[src/rtl/uart_tx_ctrl.sv]
// Purpose: buffers CPU OUT bytes in a small FIFO and serialises each one as an 8N1 frame on tx.
// Latency: a byte written into an empty queue at edge E0 is popped at E1; tx falls right after E1.
// Backpressure: none toward the CPU; a write into a full queue is dropped and sets sticky overflow.
module uart_tx_ctrl #(
  parameter int CLKS_PER_BIT = 16,
  parameter int FIFO_AW      = 2
) (
  input  logic       clk,
  input  logic       reset,
  input  logic       send_enable,
  input  logic [7:0] data_in,
  input  logic       clr_ovf,
  output logic       tx,
  output logic       busy,
  output logic       full,
  output logic       overflow
);

  // Queue geometry. The count is one bit wider than the pointers so that
  // "full" and "empty" are distinguishable when the pointers are equal.
  localparam int DEPTH = 1 << FIFO_AW;
  localparam logic [FIFO_AW:0] CNT_FULL = (FIFO_AW + 1)'(DEPTH);

  // Baud counter runs 0..CLKS_PER_BIT-1 within every serial bit.
  localparam int BW = $clog2(CLKS_PER_BIT);
  localparam logic [BW-1:0] BAUD_LAST = BW'(CLKS_PER_BIT - 1);

  typedef enum logic [1:0] {
    IDLE  = 2'd0,
    START = 2'd1,
    DATA  = 2'd2,
    STOP  = 2'd3
  } state_t;

  // ---------------------------------------------------------------------------
  // State
  // ---------------------------------------------------------------------------
  state_t               state_q, state_d;
  logic [BW-1:0]        baud_q, baud_d;
  logic [2:0]           bit_q, bit_d;
  logic [7:0]           shift_q, shift_d;
  logic                 tx_q, tx_d;

  logic [7:0]           mem [DEPTH];
  logic [FIFO_AW-1:0]   wr_ptr_q;
  logic [FIFO_AW-1:0]   rd_ptr_q;
  logic [FIFO_AW:0]     cnt_q;
  logic                 ovf_q;

  // ---------------------------------------------------------------------------
  // Queue control
  // ---------------------------------------------------------------------------
  logic fifo_full;
  logic fifo_empty;
  logic pop;
  logic push;
  logic drop;
  logic baud_wrap;

  // Pop only from IDLE; a pop on the same edge frees a slot, so a write into
  // a full queue is still accepted in that cycle. Everything else that finds
  // the queue full is dropped.
  always_comb begin
    fifo_full  = (cnt_q == CNT_FULL);
    fifo_empty = (cnt_q == '0);
    pop        = (state_q == IDLE) && !fifo_empty;
    push       = send_enable && (!fifo_full || pop);
    drop       = send_enable && !push;
    baud_wrap  = (baud_q == BAUD_LAST);
  end

  // ---------------------------------------------------------------------------
  // Transmit FSM
  // ---------------------------------------------------------------------------

  // State register; reset aborts any frame in flight.
  always_ff @(posedge clk or posedge reset) begin
    if (reset) begin
      state_q <= IDLE;
    end else begin
      state_q <= state_d;
    end
  end

  // Next-state and datapath decode. tx is computed one cycle ahead and
  // registered so the pin never sees a combinational path from the inputs.
  always_comb begin
    state_d = state_q;
    baud_d  = baud_q;
    bit_d   = bit_q;
    shift_d = shift_q;
    tx_d    = tx_q;

    // The baud counter only runs while a frame is being sent.
    if (state_q != IDLE) begin
      baud_d = baud_wrap ? '0 : baud_q + 1'b1;
    end

    case (state_q)
      IDLE: begin
        tx_d   = 1'b1;
        baud_d = '0;
        if (pop) begin
          shift_d = mem[rd_ptr_q];
          tx_d    = 1'b0;
          state_d = START;
        end
      end

      START: begin
        tx_d = 1'b0;
        if (baud_wrap) begin
          state_d = DATA;
          bit_d   = 3'd0;
          tx_d    = shift_q[0];
        end
      end

      DATA: begin
        if (baud_wrap) begin
          if (bit_q == 3'd7) begin
            state_d = STOP;
            tx_d    = 1'b1;
          end else begin
            // LSB-first: the next bit to drive is shift_q[1] before the shift.
            shift_d = {1'b0, shift_q[7:1]};
            bit_d   = bit_q + 3'd1;
            tx_d    = shift_q[1];
          end
        end
      end

      STOP: begin
        tx_d = 1'b1;
        if (baud_wrap) begin
          state_d = IDLE;
        end
      end

      default: begin
        state_d = IDLE;
        tx_d    = 1'b1;
        baud_d  = '0;
      end
    endcase
  end

  // Serial datapath registers: baud counter, bit index, shifter and the pin.
  always_ff @(posedge clk or posedge reset) begin
    if (reset) begin
      baud_q  <= '0;
      bit_q   <= 3'd0;
      shift_q <= 8'h00;
      tx_q    <= 1'b1;
    end else begin
      baud_q  <= baud_d;
      bit_q   <= bit_d;
      shift_q <= shift_d;
      tx_q    <= tx_d;
    end
  end

  // ---------------------------------------------------------------------------
  // FIFO
  // ---------------------------------------------------------------------------

  // Storage array; contents are don't-care while the count says empty.
  always_ff @(posedge clk) begin
    if (push) begin
      mem[wr_ptr_q] <= data_in;
    end
  end

  // Pointers wrap naturally at the power-of-two depth; count tracks occupancy.
  always_ff @(posedge clk or posedge reset) begin
    if (reset) begin
      wr_ptr_q <= '0;
      rd_ptr_q <= '0;
      cnt_q    <= '0;
    end else begin
      if (push) begin
        wr_ptr_q <= wr_ptr_q + 1'b1;
      end
      if (pop) begin
        rd_ptr_q <= rd_ptr_q + 1'b1;
      end
      case ({push, pop})
        2'b10:   cnt_q <= cnt_q + 1'b1;
        2'b01:   cnt_q <= cnt_q - 1'b1;
        default: cnt_q <= cnt_q;
      endcase
    end
  end

  // Sticky overflow: a drop on the same edge as clr_ovf keeps the flag set.
  always_ff @(posedge clk or posedge reset) begin
    if (reset) begin
      ovf_q <= 1'b0;
    end else if (drop) begin
      ovf_q <= 1'b1;
    end else if (clr_ovf) begin
      ovf_q <= 1'b0;
    end
  end

  // ---------------------------------------------------------------------------
  // Outputs, all taken straight from registers
  // ---------------------------------------------------------------------------
  assign tx       = tx_q;
  assign busy     = (state_q != IDLE) || !fifo_empty;
  assign full     = fifo_full;
  assign overflow = ovf_q;

endmodule

[config.mk]
export PLATFORM = sky130hd
export DESIGN_NAME = uart_tx_ctrl
export DESIGN_NICKNAME = d
export VERILOG_FILES = /design/src/rtl/uart_tx_ctrl.sv
export SDC_FILE = /design/constraint.sdc
export NUM_CORES = 1
export LEC_CHECK = 0
export CORE_AREA = 2 2 81 83
export DETAILED_ROUTE_END_ITERATION = 12
export DIE_AREA = 0 0 83 85
export PLACE_DENSITY = 0.63
export REMOVE_ABC_BUFFERS = 1
export SYNTH_ARGS = -nofsm -noshare
export SYNTH_HDL_FRONTEND = slang
export SYNTH_SLANG_ARGS = --single-unit
[constraint.sdc]
create_clock -name clk -period 2.7 [get_ports clk]
set_input_delay 0.27 -clock clk [delete_from_list [all_inputs] [get_ports clk]]
set_output_delay 0.27 -clock clk [all_outputs]
set_load 0.005 [all_outputs]
Yosys cells after proc, flatten, opt, wreduce, memory -nomap -nowiden. Memories as Yosys holds them, arrays and structs flattened. Index checks and enable logic that the tools add are counted.

$add $sub $neg: 6. Equal/unequal tests: 14. Muxes and demuxes: 27. Reductions and logical operators: 19.

Operators with widths (number): 8-bit 2-to-1 mux (3); 8-bit one-hot mux with 2 select lines (1); 4-bit 2-to-1 mux (3); 2-bit inequality test (second input constant) (6); 3-bit one-hot mux with 2 select lines (2); 2-bit nonzero test (6); 2-bit 2-to-1 mux (5); 3-bit 2-to-1 mux (3); 1-bit 2-to-1 mux (8); 2-bit one-hot mux with 4 select lines (1); 4-bit AND reduction (2); 3-bit by 1-bit adder with 3-bit output (second input constant) (2); 2-bit equality test (second input constant) (3); 3-bit equality test (second input constant) (2); 5-bit AND reduction (1); 2-bit by 1-bit adder with 2-bit output (second input constant) (2); 4-bit by 1-bit adder with 4-bit output (second input constant) (1); 2-bit by 1-bit equality test with 1-bit output (second input constant) (2); 4-bit equality test (second input constant) (1); 1-bit one-hot mux with 4 select lines (1); 1-bit logical AND (3); 1-bit zero test (3); 3-bit zero test (1); 3-bit by 1-bit subtractor with 3-bit output (second input constant) (1); other kinds (2) (3).

Register bits: 26. Memory bits (writable): 32. Memories: 1.

Memories: mem (depth 4, width 8, read ports 1, clocked after Yosys merged registers in 0, write ports 1, RTL line 44) `logic [7:0] mem [DEPTH];`.

Longest topological paths before layout. Gate-level depths: netlist of run 1.

Depth after elaboration: 8. Gate-level depth with buffers: 10. Mapped depth without buffers: 9.

Worst setup path after synthesis of run 1. OpenSTA, ideal clock, no wires.

Kind: register to register. Start: reg state_q[0]. End: reg cnt_q[2]. Arrival time: 2.241 ns. Path slack: 0.327 ns. Stages on the path, launching flop included: 10. Buffers on the path: 1. Path through: dfrtp_1 -> inv_1 -> ha_1 -> buf_1 -> nor2b_1 -> nand2_1 -> fa_1 -> and3b_1 -> a211oi_1 -> o32ai_1.

Cells in the longest elaborated chain, start to end: 6. Elaborated cells on any way between the ends: 8.

Ends and longest elaborated chain: start: declaration (RTL line 38) `state_t state_q, state_d;`; start signal: assignment (RTL line 81) `state_q <= state_d;`; 2-bit zero test (*) (RTL line 66) `pop = (state_q == IDLE) && !fifo_empty;`; 1-bit logical AND (*) (RTL line 66); 1-bit logical OR (RTL line 67) `push = send_enable && (!fifo_full || pop);`; 1-bit logical AND (RTL line 67); 2-bit by 1-bit equality test with 1-bit output / 2-bit equality test (equally long branches) (RTL line 187) `case ({push, pop})`; 3-bit one-hot mux with 2 select lines / 2-bit nonzero test (equally long branches); end signal: assignment (RTL line 188) `2'b10: cnt_q <= cnt_q + 1'b1;`; end signal: assignment (RTL line 189) `2'b01: cnt_q <= cnt_q - 1'b1;`; end signal: assignment (RTL line 190) `default: cnt_q <= cnt_q;`; end: declaration (RTL line 47) `logic [FIFO_AW:0] cnt_q;`.

Mark *: on every way between the ends. The rest lies on a longest branch, timed or not. A chain may end at the register's enable or synchronous reset.

Worst setup path in the final report of run 1. Same ends and word-level chain as after synthesis.

==> results of run 1 <==
## Yosys cell counts, types with 2 or more instances
| cell | count |
|---|---|
| edfxtp_1 | 32 |
| dfrtp_1 | 25 |
| mux2_2 | 17 |
| ha_1 | 12 |
| inv_1 | 11 |
| nand2_1 | 11 |
| nor2_1 | 9 |
| mux4_2 | 7 |
| o21ai_0 | 7 |
| and2_1 | 5 |
| a21oi_1 | 4 |
| nor2b_1 | 4 |
| xnor2_1 | 4 |
| a22o_1 | 3 |
| buf_6 | 3 |
| clkbuf_1 | 3 |
| nor3_1 | 3 |
| a211oi_1 | 2 |
| and3_1 | 2 |
| nor3b_1 | 2 |
| xor2_1 | 2 |
## how the worst min path moves through the flow
stage / cells past startpoint / from / slack [ps] / endpoint
final: 3 / reset / 290 / overflow$_DFFE_PP0P_
after detailed placement: 2 / overflow$_DFFE_PP0P_ / 480 / overflow$_DFFE_PP0P_
after CTS: 3 / reset / 290 / wr_ptr_q[0]$_DFFE_PP0P_
after global placement: 2 / overflow$_DFFE_PP0P_ / 470 / overflow$_DFFE_PP0P_
after floorplan: 1 / reset / 310 / baud_q[0]$_DFF_PP0_
after global routing: 3 / reset / 330 / rd_ptr_q[1]$_DFFE_PP0N_
## worst max-delay path, delay by kind of cell, from the launching register on
family	cells	cell delay, ps
buf+inv	1	120
compound gates	2	340
fa+ha+maj	2	580
simple gates	3	660
flops	1	400
## sequential cells by signal, summed over array words and instances (netlist names)
signal / cells
mem: 32
shift_q: 8
baud_q: 4
bit_q: 3
cnt_q: 3
rd_ptr_q: 2
state_q: 2
wr_ptr_q: 2
overflow: 1
tx: 1
## metal layers
metal / vias up / wire, µm / share of wire (%) / global-route usage, %
li1: 730 / - / - / -
met1: 716 / 1950 / 47 / 16.7
met2: 23 / 2030 / 48 / 20.7
met3: 8 / 131 / 3.1 / 3.79
met4: 0 / 80 / 1.9 / 7.30
met5: - / 0 / 0 / 0
## cells by family (layout without fill, tap and decap cells)
family	after synthesis	count (layout)	share of synthesized area (%)
adders and majority gates	13	13	6.31
DFF	58	58	59.8
muxes	26	26	14.3
AOI/OAI and AO/OA	26	26	6.63
xor gates and xnor gates	6	6	1.95
buffers and inverters	19	45	3.52
and+or+nand+nor	40	40	7.51
## stage by stage
step	hold slack [ps]	total power (W)	instances
after global routing	330	0.00387	291
after detailed placement	482	0.00270	275
after global placement	468	0.00268	275
final	287	0.00362	291
after floorplan	309	0.00236	180
after CTS	290	0.00368	291
## layout make-up
type                    count  area share [%]
clock buffers               9            3.93
clock inverters             7            3.73
inverters                  11            1.31
multi-input cells         111            31.4
flip-flops and latches     58            51.1
well taps                  77            3.05
repair buffers             18            5.47
## placed cells by master (no fill, tap or decap), types with 3 or more instances in the layout
cell type / instances
and2_1: 5
inv_1: 11
clkdlybuf4s50_1: 15
edfxtp_1: 32
dfrtp_1: 25
nand2_1: 11
a21oi_1: 4
clkbuf_8: 9
nor2_1: 9
buf_4: 3
mux4_2: 7
mux2_2: 17
o21ai_0: 7
ha_1: 12
xnor2_1: 4
a22o_1: 3
nor3_1: 3
nor2b_1: 4
bufinv_16: 3
## where the power goes
part           internal [W]  switching [W]  total (W)
Clock              0.000612       0.000343   0.000955
Sequential          0.00124       0.000208    0.00145
Combinational      0.000670       0.000548    0.00122
Total               0.00252        0.00110    0.00362
==> results.yml, run 1 <==
setup_path:
  timing.critical_path.to: "cnt_q[2]$_DFFE_PP0P_"
  critical_path.cell_chain: "inv_1, ha_1, nor2b_1, nand2_1, fa_1, and3b_1, a211oi_1, o32ai_1"
  critical_path.startpoint_type: "flip-flop"
  critical_path.endpoint_type: "flip-flop"
  worst-endpoint-required_ps: 2910
  critPathMaxStageDelay_ps: 410
  crit_path_max_fanout: 4
  launch_point_of_the_worst_path: "state_q[0]$_DFFE_PP0P_"
  regToRegSetupSlack_ps: 470
  worst-setup-path-type: "reg -> reg"
  timing.rr.end: "cnt_q[2]$_DFFE_PP0P_"
  reg2regPathDepth: 8
  critical_path_arrival_ps: 2440
  crit_path_top_delay_cell: "fa_1"
  worst_r2r_startpoint: "state_q[0]$_DFFE_PP0P_"
drt:
  finalWirelength_um: 4200
  route.detailed.drc: 0
  routed_via_density: 5.08
  first_iter_violations: 76
  wl_per_cell_um: 14.4
  first_pass_iters: 4
  vias: 1477
  detail-route-antenna-nets: 0
sta:
  timing.final.ws_setup_ps: 473
  timing.fmax_mhz: 449
  finalSetupTns_ps: 0
  post_route_clock_period_utilization_pct: 82.5
  slew-limit-headroom_pct: 62.6
  finalHoldViolations: 0
  final.setup_skew_ps: 9.22
  timing.final.setup_violations: 0
  grt_setup_unrepaired: "no"
  worstMarginPinSlew_ps: 560
  period_minus_slack_ps: 2230
  timing.final.max_slew_violations: 0
die:
  fp.dieW_um: 83
  placementRows: 29
  io-pin-count: 16
  core_area_um2: 6200
  dieArea_um2: 7060
  die_height_um: 85
  initial_utilization_pct: 43.5
clock_tree:
  cts_resized: 0
  cts_made_buffers: 9
  post-cts-setup-buffers: 0
  cts_tree: "built"
  cts_sinks: 58
  root_buffer: "clkbuf_8"
  clk_path_buf_depth: 2
  clk-insertion-delay-late_ps: 340
  clkTransAtPathRegs_ps: 60
  clock_tree.htree_level_count: 3
  postCtsHoldBufs: 0
place:
  numPortBuffers: 15
  globalplace.congestion: 0.748
  dpl_worst_slack_ps: 502
  postPlaceCellArea_um2: 2910
  dp.final_hpwl_um: 2800
finish:
  area_of_the_multi_input_gates_um2: 990
  utilization_pct: 50.8
  fill_cells: 521
  finish.instance_area_um2: 3150
  finalNetCount: 234
  final-seq-area_um2: 1610
  final_layout_size_suffix_gt1_share_pct: 21.0
  insertedDiodeCount: 0
  flow.area_growth_from_synthesis_pct: 16.9
run_status:
  result_of_the_run: "finished, final reports clean"
global_routing:
  groute.usage.overall_pct: 13.3
  first_global_vias: 1533
  grt_start_max_net_pins: 27
  antenna_found_initial: 0
  grt_remaining_overflow: 0
  wire_length_of_the_first_global_routing_pass_um: 7180
power:
  p_leak_nw: 1.25
  power.ir.vdd_worst_mv: 0.535
  power.density_nw_per_um2: 1150
synthesis:
  synth-seq-cells: 58
  ys_types: 41
  synthesis.area_per_instance_um2: 14.3
  synth_seq_area_share_pct: 59.8
  netlist_instances: 188
  yosys.area.top_type_share_pct: 35.6
  most_area_hungry_cell_type_in_the_yosys_netlist: "edfxtp_1"
  synth-async-reset-ratio_pct: 44.8
  post_synthesis_instance_area_um2: 2700
  yosys_most_used_dff: "edfxtp_1"
  synthesis.yosys.warnings: 0
  synth.top_cells.by_area: "edfxtp_1 36%, dfrtp_1 23%, mux2_2 7.1%"
  synth_edf_count: 32
worst_hold_path:
  min-delay-path-class: "in -> async"
run:
  drv_cap: 0
No activity file was read; power rests on OpenSTA's default activity.
==> inputs of run 2 (changes only) <==
==> constraint.sdc (replaced) <==
create_clock -name clk -period 2.2 [get_ports clk]
set_input_delay 0.22 -clock clk [delete_from_list [all_inputs] [get_ports clk]]
set_output_delay 0.22 -clock clk [all_outputs]
set_load 0.005 [all_outputs]
==> results.yml, run 2 (synthesis gave the netlist of run 1 again) <==
place:
  globalplace.congestion: 0.735
  dpl_worst_slack_ps: 206
  numPortBuffers: 15
  place_inst: 281
  dp.final_hpwl_um: 2870
  postPlaceCellArea_um2: 2960
clock_tree:
  cts_made_buffers: 9
  cts_sinks: 58
  clock_tree.htree_level_count: 3
  post-cts-setup-buffers: 0
  cts_tree: "built"
  clk_path_buf_depth: 2
  postCtsHoldBufs: 0
  clkTransAtPathRegs_ps: 70
  cts_resized: 0
  root_buffer: "clkbuf_8"
  clk-insertion-delay-late_ps: 340
setup_path:
  critical_path_arrival_ps: 1850
  critPathMaxStageDelay_ps: 520
  critical_path.endpoint_type: "primary output"
  worst-endpoint-required_ps: 1980
  crit_path_top_delay_cell: "clkdlybuf4s50_1"
  worst-setup-path-type: "reg -> out"
  critical_path.cell_chain: "inv_1, ha_1, buf_4, nand2_1, clkdlybuf4s50_1"
  critical_path.startpoint_type: "flip-flop"
  crit_path_max_fanout: 13
drt:
  first_iter_violations: 75
  first_pass_iters: 4
  routed_via_density: 5.12
  vias: 1522
  detail-route-antenna-nets: 0
  wl_per_cell_um: 14.2
  route.detailed.drc: 0
  finalWirelength_um: 4230
finish:
  layout.cells.most_common: "edfxtp_1"
  insertedDiodeCount: 0
  fill_cells: 536
  layout.cells.non_filler: 297
  final-seq-area_um2: 1610
  final_layout_size_suffix_gt1_share_pct: 23.6
  finalNetCount: 240
  area_of_the_multi_input_gates_um2: 995
  flow.area_growth_from_synthesis_pct: 18.7
  finish.instance_area_um2: 3200
  top_register: "mem"
  number_of_flip_flops_in_the_largest_register: 32
  reg.largest.list: "mem (32), shift_q (8), baud_q (4)"
  final_cell_mix: "32 x edfxtp_1, 25 x dfrtp_1, 17 x mux2_2, 15 x clkdlybuf4s50_1, 12 x ha_1"
run:
  drv_cap: 0
die:
  core_area_um2: 6200
  die_height_um: 85
  io-pin-count: 16
  fp.dieW_um: 83
  initial_utilization_pct: 43.5
  dieArea_um2: 7060
  placementRows: 29
power:
  power.switching_w: 0.00137
  power.clock.fraction_pct: 26.2
  power.density_nw_per_um2: 1410
  p_leak_nw: 1.28
  comb_power_share_pct: 35.5
  power_report.internal_total_w: 0.00315
  sw_frac_of_total_pct: 30.3
  seq_power_share_pct: 38.3
  power.ir.vdd_worst_mv: 0.802
  totalPowerFinal_w: 0.00452
sta:
  timing.final.ws_setup_ps: 132
  final.setup_skew_ps: 6.87
  post_route_clock_period_utilization_pct: 94.0
  period_minus_slack_ps: 2070
  worstMarginPinSlew_ps: 425
  finalHoldViolations: 0
  timing.fmax_mhz: 484
  timing.final.max_slew_violations: 0
  timing.final.setup_violations: 0
  grt_setup_unrepaired: "no"
  slew-limit-headroom_pct: 71.7
run_status:
  result_of_the_run: "finished, final reports clean"
global_routing:
  grt_start_max_net_pins: 27
  antenna_found_initial: 0
  wire_length_of_the_first_global_routing_pass_um: 7470
  groute.usage.overall_pct: 13.8
  first_global_vias: 1591
  grt_remaining_overflow: 0
worst_hold_path:
  min-delay-path-class: "in -> async"
## run 2: worst max-delay path: cells and delay by family, from the launching register on
family / cells / cell delay (ps)
simple gates: 1 / 130
buf+inv: 3 / 800
flops: 1 / 380
fa+ha+maj: 1 / 200
## run 2: area by class of cell
cell class | count | area share (%)
multi-input combinational | 111 | 31.1
sequential | 58 | 50.4
clock inverter | 7 | 3.63
tap | 77 | 3.01
clock buffer | 9 | 3.87
timing repair buffer | 24 | 6.80
inverter | 11 | 1.29
## run 2: metal layers
| metal | global-route usage [%] | vias up | share of wire (%) |
|---|---|---|---|
| li1 | - | 747 | - |
| met1 | 17.8 | 742 | 48 |
| met2 | 21.2 | 23 | 46 |
| met3 | 4.67 | 10 | 4.2 |
| met4 | 6.26 | 0 | 2.1 |
| met5 | 0 | - | 0 |
## run 2: power by group through the flow
stage                     combinational [W]  clock (W)  sequential (W)
after global placement              0.00161          0         0.00174
after floorplan                     0.00117          0         0.00172
after detailed placement            0.00162          0         0.00175
after global routing                0.00183    0.00127         0.00178
final                               0.00160    0.00119         0.00173
after CTS                           0.00163    0.00121         0.00173
## run 2: through the flow
stage | setup TNS [ps] | util, % | hold WS, ps
5_1_grt | 0 | 51.6 | 274
6_report | 0 | 51.6 | 237
3_3_place_gp | 0 | 47.7 | 481
4_1_cts | 0 | 51.5 | 245
3_5_place_dp | 0 | 47.7 | 481
2_1_floorplan | -51.4 | - | 259
## run 2: path summary, 6_finish.rpt
path | startpoint | to | slack, ps | cells after the start
max | state_q[1]$_DFFE_PP0P_ | busy | 130 | 5
min | reset | cnt_q[2]$_DFFE_PP0P_ | 240 | 3
max reg2reg | state_q[1]$_DFFE_PP0P_ | cnt_q[2]$_DFFE_PP0P_ | 200 | 8
min reg2reg | overflow$_DFFE_PP0P_ | overflow$_DFFE_PP0P_ | 480 | 2
max in group asynchronous | reset | tx$_DFFE_PP1N_ | 1660 | 3
min in group clk | overflow$_DFFE_PP0P_ | overflow$_DFFE_PP0P_ | 480 | 2
==> inputs of run 3 (changes only) <==
--- a/config.mk
+++ b/config.mk
@@ -8,7 +8,8 @@
 export CORE_AREA = 2 2 81 83
 export DETAILED_ROUTE_END_ITERATION = 12
 export DIE_AREA = 0 0 83 85
-export PLACE_DENSITY = 0.63
+export PLACE_DENSITY = 0.65
+export RECOVER_POWER = 50
 export REMOVE_ABC_BUFFERS = 1
 export SYNTH_ARGS = -nofsm -noshare
 export SYNTH_HDL_FRONTEND = slang
==> constraint.sdc (replaced) <==
create_clock -name clk -period 1.81 [get_ports clk]
set_input_delay 0.181 -clock clk [delete_from_list [all_inputs] [get_ports clk]]
set_output_delay 0.181 -clock clk [all_outputs]
set_load 0.005 [all_outputs]
==> results.yml, run 3 (synthesis gave the netlist of run 1 again) <==
run_status:
  result_of_the_run: "complete, but fails checks"
  failing_checks: "setup timing"
sta:
  grt_setup_unrepaired: "yes"
  post_route_clock_period_utilization_pct: 102
  worstMarginPinSlew_ps: 663
  slew-limit-headroom_pct: 55.8
  timing.fmax_mhz: 539
  period_minus_slack_ps: 1850
  final.setup_skew_ps: 9.34
  timing.final.setup_violations: 1
  timing.final.ws_setup_ps: -44.7
  timing.final.max_slew_violations: 0
  finalHoldViolations: 0
setup_path:
  crit_path_top_delay_cell: "fa_2"
  critical_path.endpoint_type: "flip-flop"
  timing.rr.end: "cnt_q[2]$_DFFE_PP0P_"
  regToRegSetupSlack_ps: -40
  worst_r2r_startpoint: "state_q[1]$_DFFE_PP0P_"
  reg2regPathDepth: 8
  crit_path_max_fanout: 3
  cp.buffers_inverters: 1
  worst-endpoint-required_ps: 2030
  critPathMaxStageDelay_ps: 400
  worst-setup-path-type: "reg -> reg"
  critPathTopFamily: "adder cells"
  critical_path.startpoint_type: "flip-flop"
  critical_path_arrival_ps: 2070
  critical_path.cell_chain: "inv_2, ha_4, nor2b_4, nand2_2, fa_2, and3b_2, a211oi_2, o32ai_2"
drt:
  routed_via_density: 5.01
  route.detailed.drc: 0
  finalWirelength_um: 4360
  first_iter_violations: 62
  first_pass_iters: 4
  vias: 1562
  wl_per_cell_um: 14.0
  detail-route-antenna-nets: 0
clock_tree:
  cts_sinks: 58
  cts_made_buffers: 9
  root_buffer: "clkbuf_8"
  clock_tree.htree_level_count: 3
  clk_path_buf_depth: 2
  cts_tree: "built"
  clkTransAtPathRegs_ps: 70
  clk-insertion-delay-late_ps: 340
finish:
  fill_cells: 501
  layout.cells.most_common: "edfxtp_1"
  top_register: "mem"
  layout.cells.non_filler: 312
  reg.largest.list: "mem (32), shift_q (8), baud_q (4)"
  final_cell_mix: "32 x edfxtp_1, 24 x dfrtp_1, 20 x buf_4, 17 x mux2_2"
  finalNetCount: 255
  insertedDiodeCount: 0
  final_layout_size_suffix_gt1_share_pct: 37.4
  number_of_flip_flops_in_the_largest_register: 32
  flow.area_growth_from_synthesis_pct: 25.5
place:
  dpl_worst_slack_ps: -142
  dp.final_hpwl_um: 3020
  place_inst: 296
  globalplace.congestion: 0.795
  numPortBuffers: 15
global_routing:
  wire_length_of_the_first_global_routing_pass_um: 7470
  groute.usage.overall_pct: 13.9
  grt_start_max_net_pins: 27
  first_global_vias: 1577
  antenna_found_initial: 0
  grt_remaining_overflow: 0
power:
  p_leak_nw: 1.34
  power.ir.vdd_worst_mv: 0.956
  power.density_nw_per_um2: 1680
die:
  die_height_um: 85
  dieArea_um2: 7060
  fp.dieW_um: 83
  core_area_um2: 6200
  initial_utilization_pct: 43.5
  placementRows: 29
  io-pin-count: 16
worst_hold_path:
  min-delay-path-class: "in -> async"
run:
  drv_cap: 0
## run 3: cell types whose count changed in the layout (fill, tap and decap cells not counted), sizes merged, moves of 2 or more
cell,before,now
clkinvlp,0,4
bufinv,3,1
clkinv,3,0
buf,9,23
clkdlybuf4s50,15,4
dlygate4sd3,0,9
## run 3: what timing repair did
item / 4_1_cts / 5_1_grt
hold buffers: 0 / 0
setup endpoints to repair: 36 / 8
setup buffers: 0 / 0
resized for setup: 9 / 21
gates cloned: 0 / 0
pin swaps: 0 / 8
## run 3: worst reg2reg max path: cells and delay by family, from the launching register on
family / cells / cell delay (ps)
flip-flops: 1 / 390
buffers and inverters: 1 / 80
AO/OA/AOI/OAI: 2 / 310
adder cells (fa/ha/maj): 2 / 540
AND/OR/NAND/NOR: 3 / 440
## run 3: stage by stage
stage                     total power (W)  area (µm²)  setup TNS (ps)  hold WS [ps]  utilization (%)
after floorplan                   0.00352        2640           -1260           220                -
after global placement            0.00436        3100            -356           478             49.9
after detailed placement          0.00439        3100            -810           477             49.9
after CTS                         0.00562        3310            -294           191             53.4
after global routing              0.00613        3380            -107           482             54.5
final                             0.00570        3380           -44.7           450             54.5
## run 3: how the worst max path moves through the flow
stage / startpoint / end / slack [ps] / cells after the start
after global routing: state_q[1]$_DFFE_PP0P_ / cnt_q[2]$_DFFE_PP0P_ / -100 / 8
after CTS: state_q[0]$_DFFE_PP0P_ / busy / -120 / 5
after global placement: state_q[0]$_DFFE_PP0P_ / cnt_q[2]$_DFFE_PP0P_ / -60 / 8
after detailed placement: state_q[1]$_DFFE_PP0P_ / cnt_q[2]$_DFFE_PP0P_ / -140 / 8
final: state_q[1]$_DFFE_PP0P_ / cnt_q[2]$_DFFE_PP0P_ / -40 / 8
after floorplan: state_q[0]$_DFFE_PP0P_ / cnt_q[2]$_DFFE_PP0P_ / -440 / 8
## run 3: final cells by class
| type | instances | area (µm²) | share of cell area, % |
|---|---|---|---|
| Timing Repair Buffer | 39 | 358 | 10.6 |
| Inverter | 11 | 41.3 | 1.22 |
| Clock inverter | 7 | 77.6 | 2.29 |
| Tap cell | 77 | 96.3 | 2.85 |
| Multi-Input combinational cell | 111 | 1070 | 31.7 |
| Clock buffer | 9 | 124 | 3.66 |
| Sequential cell | 58 | 1610 | 47.7 |
## run 3: where the power goes
part           switching [W]  leakage, nW  internal [W]
Sequential          0.000251        0.608       0.00185
Combinational        0.00103        0.647       0.00139
Clock               0.000541       0.0885      0.000643
Total                0.00182         1.34       0.00388
## run 3: layer usage
layer,track usage (%),vias up,share of wire (%)
met5,0,-,0
met4,8.05,0,2.3
met3,4.77,9,3.4
met2,20.2,20,47
met1,18.1,764,47
li1,-,769,-
